$ cat src/rtl/cnf_stream_loader.sv
// Purpose: turns a signed-literal DIMACS stream into per-clause pos/neg masks for the SAT core.
// Latency: a clause commits one cycle after its terminator; ended/error rise one cycle after the final or offending beat.
// Backpressure: none inside a load (lit_ready stays high every LOAD cycle); beats outside LOAD are ignored.
module cnf_stream_loader #(
  parameter int NUM_VARS    = 8,
  parameter int MAX_CLAUSES = 16,
  parameter int LIT_W       = $clog2(NUM_VARS + 1) + 1
) (
  input  logic                                 clock,
  input  logic                                 reset,
  input  logic                                 load,
  input  logic                                 lit_valid,
  input  logic signed [LIT_W-1:0]              lit_in,
  input  logic                                 lit_last,
  output logic                                 lit_ready,
  output logic [MAX_CLAUSES*NUM_VARS-1:0]      pos_mask,
  output logic [MAX_CLAUSES*NUM_VARS-1:0]      neg_mask,
  output logic [MAX_CLAUSES-1:0]               clause_valid,
  output logic [$clog2(MAX_CLAUSES+1)-1:0]     num_clauses,
  output logic                                 has_empty,
  output logic                                 ended,
  output logic                                 error,
  output logic [1:0]                           err_code
);

  localparam int CNT_W = $clog2(MAX_CLAUSES + 1);

  localparam logic [1:0] S_IDLE  = 2'd0;
  localparam logic [1:0] S_LOAD  = 2'd1;
  localparam logic [1:0] S_DONE  = 2'd2;
  localparam logic [1:0] S_ERROR = 2'd3;

  // Most negative literal has no positive counterpart, so it is always illegal.
  localparam logic [LIT_W-1:0] LIT_MIN  = {1'b1, {(LIT_W-1){1'b0}}};
  localparam logic [LIT_W-1:0] MAG_MAX  = LIT_W'(NUM_VARS);
  localparam logic [CNT_W-1:0] CNT_FULL = CNT_W'(MAX_CLAUSES);

  logic [1:0]          state;
  logic [NUM_VARS-1:0] wpos;
  logic [NUM_VARS-1:0] wneg;
  logic                lit_seen;   // working clause holds at least one literal
  logic                beat_seen;  // any beat accepted since the last load

  logic                beat;
  logic                is_zero;
  logic                range_err;
  logic [LIT_W-1:0]    mag;
  logic [NUM_VARS-1:0] sel;
  logic [NUM_VARS-1:0] wpos_n;
  logic [NUM_VARS-1:0] wneg_n;
  logic                seen_n;
  logic                commit;
  logic                taut;
  logic                set_empty;
  logic                store_en;
  logic                ovf;

  // Decode the current beat: legality, merged working clause and commit outcome.
  always_comb begin
    beat      = (state == S_LOAD) && lit_valid && !load;
    is_zero   = (lit_in == '0);
    mag       = lit_in[LIT_W-1] ? ((~lit_in) + LIT_W'(1)) : lit_in;
    range_err = (lit_in == LIT_MIN) || (mag > MAG_MAX);
    for (int v = 0; v < NUM_VARS; v++) begin
      sel[v] = (mag == LIT_W'(v + 1));
    end
    wpos_n = wpos;
    wneg_n = wneg;
    if (!is_zero) begin
      if (lit_in[LIT_W-1]) wneg_n = wneg | sel;
      else                 wpos_n = wpos | sel;
    end
    seen_n = lit_seen | !is_zero;
    // A final nonzero literal closes its clause implicitly in the same cycle.
    commit = beat && !range_err && (is_zero || lit_last);
    taut   = |(wpos_n & wneg_n);
    // A trailing terminator after other beats only closes the stream; it is not an empty clause.
    set_empty = commit && !seen_n && !(lit_last && beat_seen);
    store_en  = commit && seen_n && !taut && (num_clauses != CNT_FULL);
    ovf       = commit && seen_n && !taut && (num_clauses == CNT_FULL);
  end

  // Control FSM, working clause and clause storage; load always wins over a same-cycle beat.
  always_ff @(posedge clock or posedge reset) begin
    if (reset) begin
      state        <= S_IDLE;
      lit_ready    <= 1'b0;
      ended        <= 1'b0;
      error        <= 1'b0;
      err_code     <= 2'd0;
      has_empty    <= 1'b0;
      pos_mask     <= '0;
      neg_mask     <= '0;
      clause_valid <= '0;
      num_clauses  <= '0;
      wpos         <= '0;
      wneg         <= '0;
      lit_seen     <= 1'b0;
      beat_seen    <= 1'b0;
    end else if (load) begin
      state        <= S_LOAD;
      lit_ready    <= 1'b1;
      ended        <= 1'b0;
      error        <= 1'b0;
      err_code     <= 2'd0;
      has_empty    <= 1'b0;
      pos_mask     <= '0;
      neg_mask     <= '0;
      clause_valid <= '0;
      num_clauses  <= '0;
      wpos         <= '0;
      wneg         <= '0;
      lit_seen     <= 1'b0;
      beat_seen    <= 1'b0;
    end else if (beat) begin
      beat_seen <= 1'b1;
      if (range_err || ovf) begin
        state     <= S_ERROR;
        lit_ready <= 1'b0;
        error     <= 1'b1;
        err_code  <= range_err ? 2'd1 : 2'd2;
      end else begin
        if (commit) begin
          wpos     <= '0;
          wneg     <= '0;
          lit_seen <= 1'b0;
        end else begin
          wpos     <= wpos_n;
          wneg     <= wneg_n;
          lit_seen <= seen_n;
        end
        if (set_empty) has_empty <= 1'b1;
        if (store_en) begin
          for (int k = 0; k < MAX_CLAUSES; k++) begin
            if (num_clauses == CNT_W'(k)) begin
              pos_mask[k*NUM_VARS +: NUM_VARS] <= wpos_n;
              neg_mask[k*NUM_VARS +: NUM_VARS] <= wneg_n;
              clause_valid[k]                  <= 1'b1;
            end
          end
          num_clauses <= num_clauses + CNT_W'(1);
        end
        if (lit_last) begin
          state     <= S_DONE;
          lit_ready <= 1'b0;
          ended     <= 1'b1;
        end
      end
    end
  end

endmodule

$ cat config.mk
export PLATFORM = sky130hd
export DESIGN_NAME = cnf_stream_loader
export DESIGN_NICKNAME = d
export VERILOG_FILES = /design/src/rtl/cnf_stream_loader.sv
export SDC_FILE = /design/constraint.sdc
export NUM_CORES = 1
export LEC_CHECK = 0
export BUFFER_PORTS_ARGS = -buffer_cell sky130_fd_sc_hd__buf_2
export CAP_MARGIN = 30
export CORE_MARGIN = 4
export CORE_UTILIZATION = 49
export DETAILED_ROUTE_END_ITERATION = 8
export GPL_TIMING_DRIVEN = 0
export PLACE_DENSITY = 0.76
export REMOVE_ABC_BUFFERS = 1
export SKIP_CTS_REPAIR_TIMING = 1
export SYNTH_ARGS = -nofsm -noshare
export SYNTH_HDL_FRONTEND = slang
export SYNTH_SLANG_ARGS = --single-unit
$ cat constraint.sdc
create_clock -name clock -period 8.4 [get_ports clock]
set_input_delay 0 -clock clock [delete_from_list [all_inputs] [get_ports clock]]
set_output_delay 0 -clock clock [all_outputs]
set_load 0.03 [all_outputs]
# After elaboration in Yosys (flattened, before gate mapping)
# Index checks and enable logic that the tools add are counted.
[op_classes] add_sub_neg=2 order_cmp=1 n_eq_ne=28 mux=106 bitwise_logic=5 reduce_logical=67
[op_table] cell="128-bit two-way mux" n=8
[op_table] cell="8-bit two-way mux" n=44
[op_table] cell="16-bit two-way mux" n=4
[op_table] cell="4-bit AND reduction" n=16
[op_table] cell="5-bit by 4-bit equality test with 1-bit output, second input constant" n=9
[op_table] cell="2-bit nonzero test" n=21
[op_table] cell="5-bit by 3-bit equality test with 1-bit output, second input constant" n=8
[op_table] cell="1-bit two-way mux" n=37
[op_table] cell="5-bit two-way mux" n=5
[op_table] cell="5-bit by 2-bit equality test with 1-bit output, second input constant" n=4
[op_table] cell="2-bit two-way mux" n=8
[op_table] cell="8-bit OR" n=2
[op_table] cell="1-bit logical AND" n=11
[op_table] cell="5-bit by 1-bit equality test with 1-bit output, second input constant" n=2
[op_table] cell="5-bit equality test, second input constant" n=2
[op_table] cell="5-bit logical NOT" n=2
[op_table] cell="3-bit AND reduction" n=3
[op_table] cell="8-bit bitwise AND" n=1
[op_table] cell="8-bit OR reduction" n=1
[op_table] cell="1-bit logical NOT" n=6
[op_table] cell="2-bit AND reduction" n=3
[op_table] cell="5-bit by 1-bit adder with 5-bit output, second input constant" n=1
[op_table] cell="5-bit by 2-bit adder with 5-bit output, second input constant" n=1
[op_table] cell="5-bit by 4-bit > comparator with 1-bit output, second input constant" n=1
[op_table] cell="other kinds (7)" n=9
[totals] register_bits=303 in_bits=10 out_inout_bits=283 wordCells=268

# Depth between registers and ports, before layout
[depth] ltp_word=16 mapped_depth=13 ltp_nobuf=8

# Worst setup path after synthesis
# Ideal clock, no wire load.
[synth_path] path_type="input port to flip-flop" startpoint="input lit_in[0]" endpoint="register err_code[0]" setup_time_ps=122 arrival_time_ps=2430 required_ps=8278 slack_ps=5848 path_stages=11 n_path_buf=3 cell_sequence="clkbuf_1 -> inv_1 -> ha_1 -> mux2_2 -> o311ai_2 -> nand4_1 -> buf_2 -> nor4_4 -> nand3_1 -> buf_2 -> a32o_1"
[synth_between] elab_chain_cells=15 word_cells_on_any_way=40 classes_between="add/sub (1); order compare (1); eq/ne (9); mux (9); bitwise (5); reduce/logical (15)"
[synth_rtl] element="start: declaration" line="13" text="input logic signed [LIT_W-1:0] lit_in,"
[synth_rtl] element="5-bit inverter" line="62" text="mag = lit_in[LIT_W-1] ? ((~lit_in) + LIT_W'(1)) : lit_in;"
[synth_rtl] element="5-bit by 2-bit adder with 5-bit output" line="62"
[synth_rtl] element="5-bit two-way mux" line="62"
[synth_rtl] element="5-bit by 1-bit equality test with 1-bit output, or another cell as far along" line="65" text="sel[v] = (mag == LIT_W'(v + 1));"
[synth_rtl] element="8-bit OR (on tied branches)" line="71, 70"
[synth_rtl] element="8-bit two-way mux" line="70" text="if (lit_in[LIT_W-1]) wneg_n = wneg | sel;"
[synth_rtl] element="8-bit two-way mux" line="69" text="if (!is_zero) begin"
[synth_rtl] element="8-bit bitwise AND" line="76" text="taut = |(wpos_n & wneg_n);"
[synth_rtl] element="8-bit OR reduction" line="76"
[synth_rtl] element="1-bit logical NOT" line="80" text="ovf = commit && seen_n && !taut && (num_clauses == CNT_FULL);"
[synth_rtl] element="1-bit logical AND (2 in a row)" line="80"
[synth_rtl] element="1-bit logical OR" line="117" text="if (range_err || ovf) begin"
[synth_rtl] element="2-bit nonzero test (no line)"
[synth_rtl] element="2-bit AND reduction (no line)"
[synth_rtl] element="end signal: assignment" line="121" text="err_code <= range_err ? 2'd1 : 2'd2;"
[synth_rtl] element="end: declaration" line="23" text="output logic [1:0] err_code"
# Several ways; a longest one is shown, not always the timed one. The select of a mux whose other input is x is not followed.
# A chain may end at the register's enable or synchronous reset.

# Worst setup path after layout
[layout_path] startpoint="input lit_in[1]" endpoint="register lit_ready"
[layout_between] elab_chain_cells=16 word_cells_on_any_way=39 classes_between="add/sub (1); order compare (1); eq/ne (9); mux (8); bitwise (5); reduce/logical (15)"
[layout_rtl] element="5-bit inverter" line="62"
[layout_rtl] element="5-bit by 2-bit adder with 5-bit output" line="62"
[layout_rtl] element="5-bit two-way mux" line="62"
[layout_rtl] element="5-bit by 1-bit equality test with 1-bit output, or another cell as far along" line="65"
[layout_rtl] element="8-bit OR (on tied branches)" line="71, 70"
[layout_rtl] element="8-bit two-way mux" line="70"
[layout_rtl] element="8-bit two-way mux" line="69"
[layout_rtl] element="8-bit bitwise AND" line="76"
[layout_rtl] element="8-bit OR reduction" line="76"
[layout_rtl] element="1-bit logical NOT" line="80"
[layout_rtl] element="1-bit logical AND (2 in a row)" line="80"
[layout_rtl] element="1-bit logical OR (*)" line="117"
[layout_rtl] element="1-bit two-way mux" line="117"
[layout_rtl] element="1-bit two-way mux" line="115" text="end else if (beat) begin"
[layout_rtl] element="1-bit two-way mux" line="100" text="end else if (load) begin"
[layout_rtl] element="end signal: assignment" line="102" text="lit_ready <= 1'b1;"
[layout_rtl] element="end signal: assignment" line="119" text="lit_ready <= 1'b0;"
[layout_rtl] element="end signal: assignment" line="145" text="lit_ready <= 1'b0;"
[layout_rtl] element="end: declaration" line="15" text="output logic lit_ready,"
# Every way passes the cells marked *; elsewhere a longest branch is shown, timed or not. The select of a mux whose other input is x is not followed.

==> results.yml <==
setup_path:
  critPathMaxStageDelay_ns: 0.79
  cp_slowest_cell: "nor4_4"
  critPathMaxFanout: 24
  cp_top_family: "simple AND/OR/NAND/NOR gates"
  worstPathRequired_ns: 8.78
  cp_data_arrival_time_ns: 4.13
  path_buf_inv: 3
  crit_chain: "buf_2 > inv_1 > ha_1 > xnor2_1 > o211ai_1 > nand4_1 > buf_8 > nor4_4 > nand3_1 > a221o_1"
  cp-start-kind: "primary input"
  path_class: "primary input to flop"
  critPathCaptureType: "flop"
min_path:
  min_path_type: "primary input to flop"
timing:
  worst_pin_slew_ns: 0.943
  hold_viol_final: 0
  timing.fmax_mhz: 267
  fin_setup_tns_ns: 0
  fin_crit_sh_pct: 44.6
  skew_ns: 0.0140
  setup_viol: 0
  setup_ws_ns: 4.65
  max-slew-margin-rel_pct: 36.9
  slew_viol_final: 0
  grt_setup_unrepaired: "false"
  min_period_ns: 3.75
pwr:
  pwr-share-comb_pct: 4.5
  clock_power_share_pct: 47.4
  p_seq_share_pct: 48.0
  p_leak_uw: 0.00995
  power_switching_uw: 689
  ir_drop_uv: 119
  total_power_uw: 3060
  p_per_area_mw_per_mm2: 185
  intPower_uw: 2370
  swShare_pct: 22.5
floorplanning:
  die_w_um: 175
  rows: 60
  die_area_mm2: 0.0305
  core_mm2: 0.0272
  ios: 293
  die_y_um: 175
  start_util_pct: 50.1
synthesis:
  synth.most_common_cell: "dfrtp_1"
  ys_ff_latch: 303
  async_flop_share_pct: 100
  yosys.area.top_type_share_pct: 55.7
  avgSynthCellArea_um2: 11.1
  synth_top_area_cell: "dfrtp_1"
  synthDistinctLibCells: 62
  synth_edf_count: 0
  syn_area_mm2: 0.0136
  ys.flop_type: "dfrtp_1"
  ys_top_cells_by_count: "dfrtp_1, nand2_1, mux2i_1, clkbuf_1, inv_1"
  synthTopCellsByArea: "dfrtp_1, mux2i_1, nand2_1, buf_6, clkbuf_1"
  yosysWarnings: 0
  ys_seq_area_share_pct: 55.7
  syn_inst: 1228
placement:
  place_inst: 1806
  hpwl_mm: 25.8
  routabilityCongestion: 0.884
  pre_cts_ws_ns: 4.23
  port_buffers: 292
cells_and_area:
  fin_cells: 1869
  diodes: 0
  syn_to_final_growth_pct: 21.4
  finalNetCount: 1490
  drive_above_1_share_pct: 26.7
drt:
  post-route-drc-count: 0
  routed_via_density: 5.41
  drt-wirelength-per-cell_um: 20.5
  drtIter0Drc: 968
  dr_total_vias: 10100
  wirelength_mm: 38.3
  first_pass_iters: 5
  antenna_left: 0
job:
  cap_violations: 0
global_routing:
  grt-ovfl-total: 0
  track_usage_pct: 24.8
  grt_max_degree: 166
  antenna_found_initial: 1
  grt_pass1_wl_mm: 60.8
  grt_pass1_vias: 10400
clock_network:
  cts_tree: "done"
  clock-sinks: 303
  clockBufferDepth: 3
  cts_made_buffers: 34
  h-tree-depth: 2
  clockRootBuffer: "clkbuf_16"
  clkTransAtPathRegs_ns: 0.06
  clkLatencyLatePin_ns: 0.50
outcome:
  status: "finished clean"
[placed cells by master, fill, tap and decap left out, types with 8 or more instances in the layout]
| cell | netlist | layout |
|---|---|---|
| nor2b_1 | 19 | 19 |
| inv_1 | 32 | 31 |
| buf_16 | 0 | 12 |
| a22oi_1 | 12 | 12 |
| nand2_1 | 299 | 299 |
| nor3_1 | 16 | 16 |
| clkbuf_1 | 59 | 8 |
| buf_8 | 0 | 13 |
| or2_2 | 9 | 9 |
| buf_2 | 13 | 292 |
| mux2i_1 | 259 | 259 |
| a21oi_1 | 26 | 26 |
| a31oi_1 | 8 | 8 |
| nor2_1 | 30 | 30 |
| nand4_1 | 25 | 25 |
| dfrtp_1 | 303 | 303 |
| clkbuf_16 | 0 | 35 |
[path summary, 6_finish.rpt]
check                                  from           end  slack (ns)  depth (start not counted)
worst max register to register     state[1]     lit_ready        4.69                          6
max in group asynchronous             reset   neg_mask[0]        7.22                          4
worst max-delay path              lit_in[1]     lit_ready        4.65                         10
worst min-delay path                   load     beat_seen        0.02                          2
min in group asynchronous             reset  neg_mask[45]        0.16                          3
worst min register to register  err_code[1]   err_code[1]        0.48                          2
[routing by layer]
metal / wire length, µm / share of wire, % / vias up / GRT usage, %
met5: 20 / 0.052 / - / 0
met4: 995 / 2.6 / 2 / 6.09
met3: 2840 / 7.4 / 72 / 5.86
met2: 18100 / 47 / 367 / 40.1
met1: 16300 / 43 / 5065 / 34.2
li1: - / - / 4609 / -
[per-stage QoR]
| step | instance area (µm²) | utilization, % | hold WS, ns |
|---|---|---|---|
| 2_1_floorplan | 12900 | - | 0.0631 |
| 3_3_place_gp | 14900 | 54.7 | 0.381 |
| 3_5_place_dp | 15400 | 56.7 | 0.137 |
| 4_1_cts | 16500 | 60.7 | -0.392 |
| 5_1_grt | 16500 | 60.9 | 0.0369 |
| 6_report | 16500 | 60.9 | 0.0156 |
[power groups by stage]
stage               registers, µW  clock network (µW)  logic [µW]
CTS                          1470                1480         137
floorplan                    1500                   0        77.9
global route                 1470                1550         152
global placement             1490                   0         124
detailed placement           1490                   0         137
finish                       1470                1450         138
[worst reg2reg max path, stage by stage, from the launching register on]
cell     delay (ns)
dfrtp_1        0.41
nor2_1         0.34
nand4_1        0.69
buf_8          0.42
nor4_4         0.79
nand3_1        0.52
a221o_1        0.42
[flip-flops by register name (all words and copies together), names as in the netlist]
register      cells
error             1
lit_ready         1
lit_seen          1
num_clauses       5
pos_mask        128
state             2
wpos              8
ended             1
has_empty         1
wneg              8
neg_mask        128
beat_seen         1
clause_valid     16
err_code          2
[cell type report]
| class | instances | area [µm²] |
|---|---|---|
| Fill cell | 2279 | 10600 |
| Sequential cell | 303 | 7580 |
| Multi-Input combinational cell | 781 | 5230 |
| Timing Repair Buffer | 321 | 2040 |
| Clock buffer | 48 | 975 |
| Tap cell | 372 | 465 |
| Inverter | 33 | 139 |
| Clock inverter | 11 | 113 |
[kinds of logic after synthesis]
group / share of synthesized area, %
DFF: 55.7
AOI/OAI and AO/OA: 3.76
xor gates and xnor gates: 0.193
muxes: 19.4
and+or+nand+nor: 14.5
adders and majority gates: 0.551
buffers and inverters: 5.94
No activity file was read; power rests on OpenSTA's default activity.
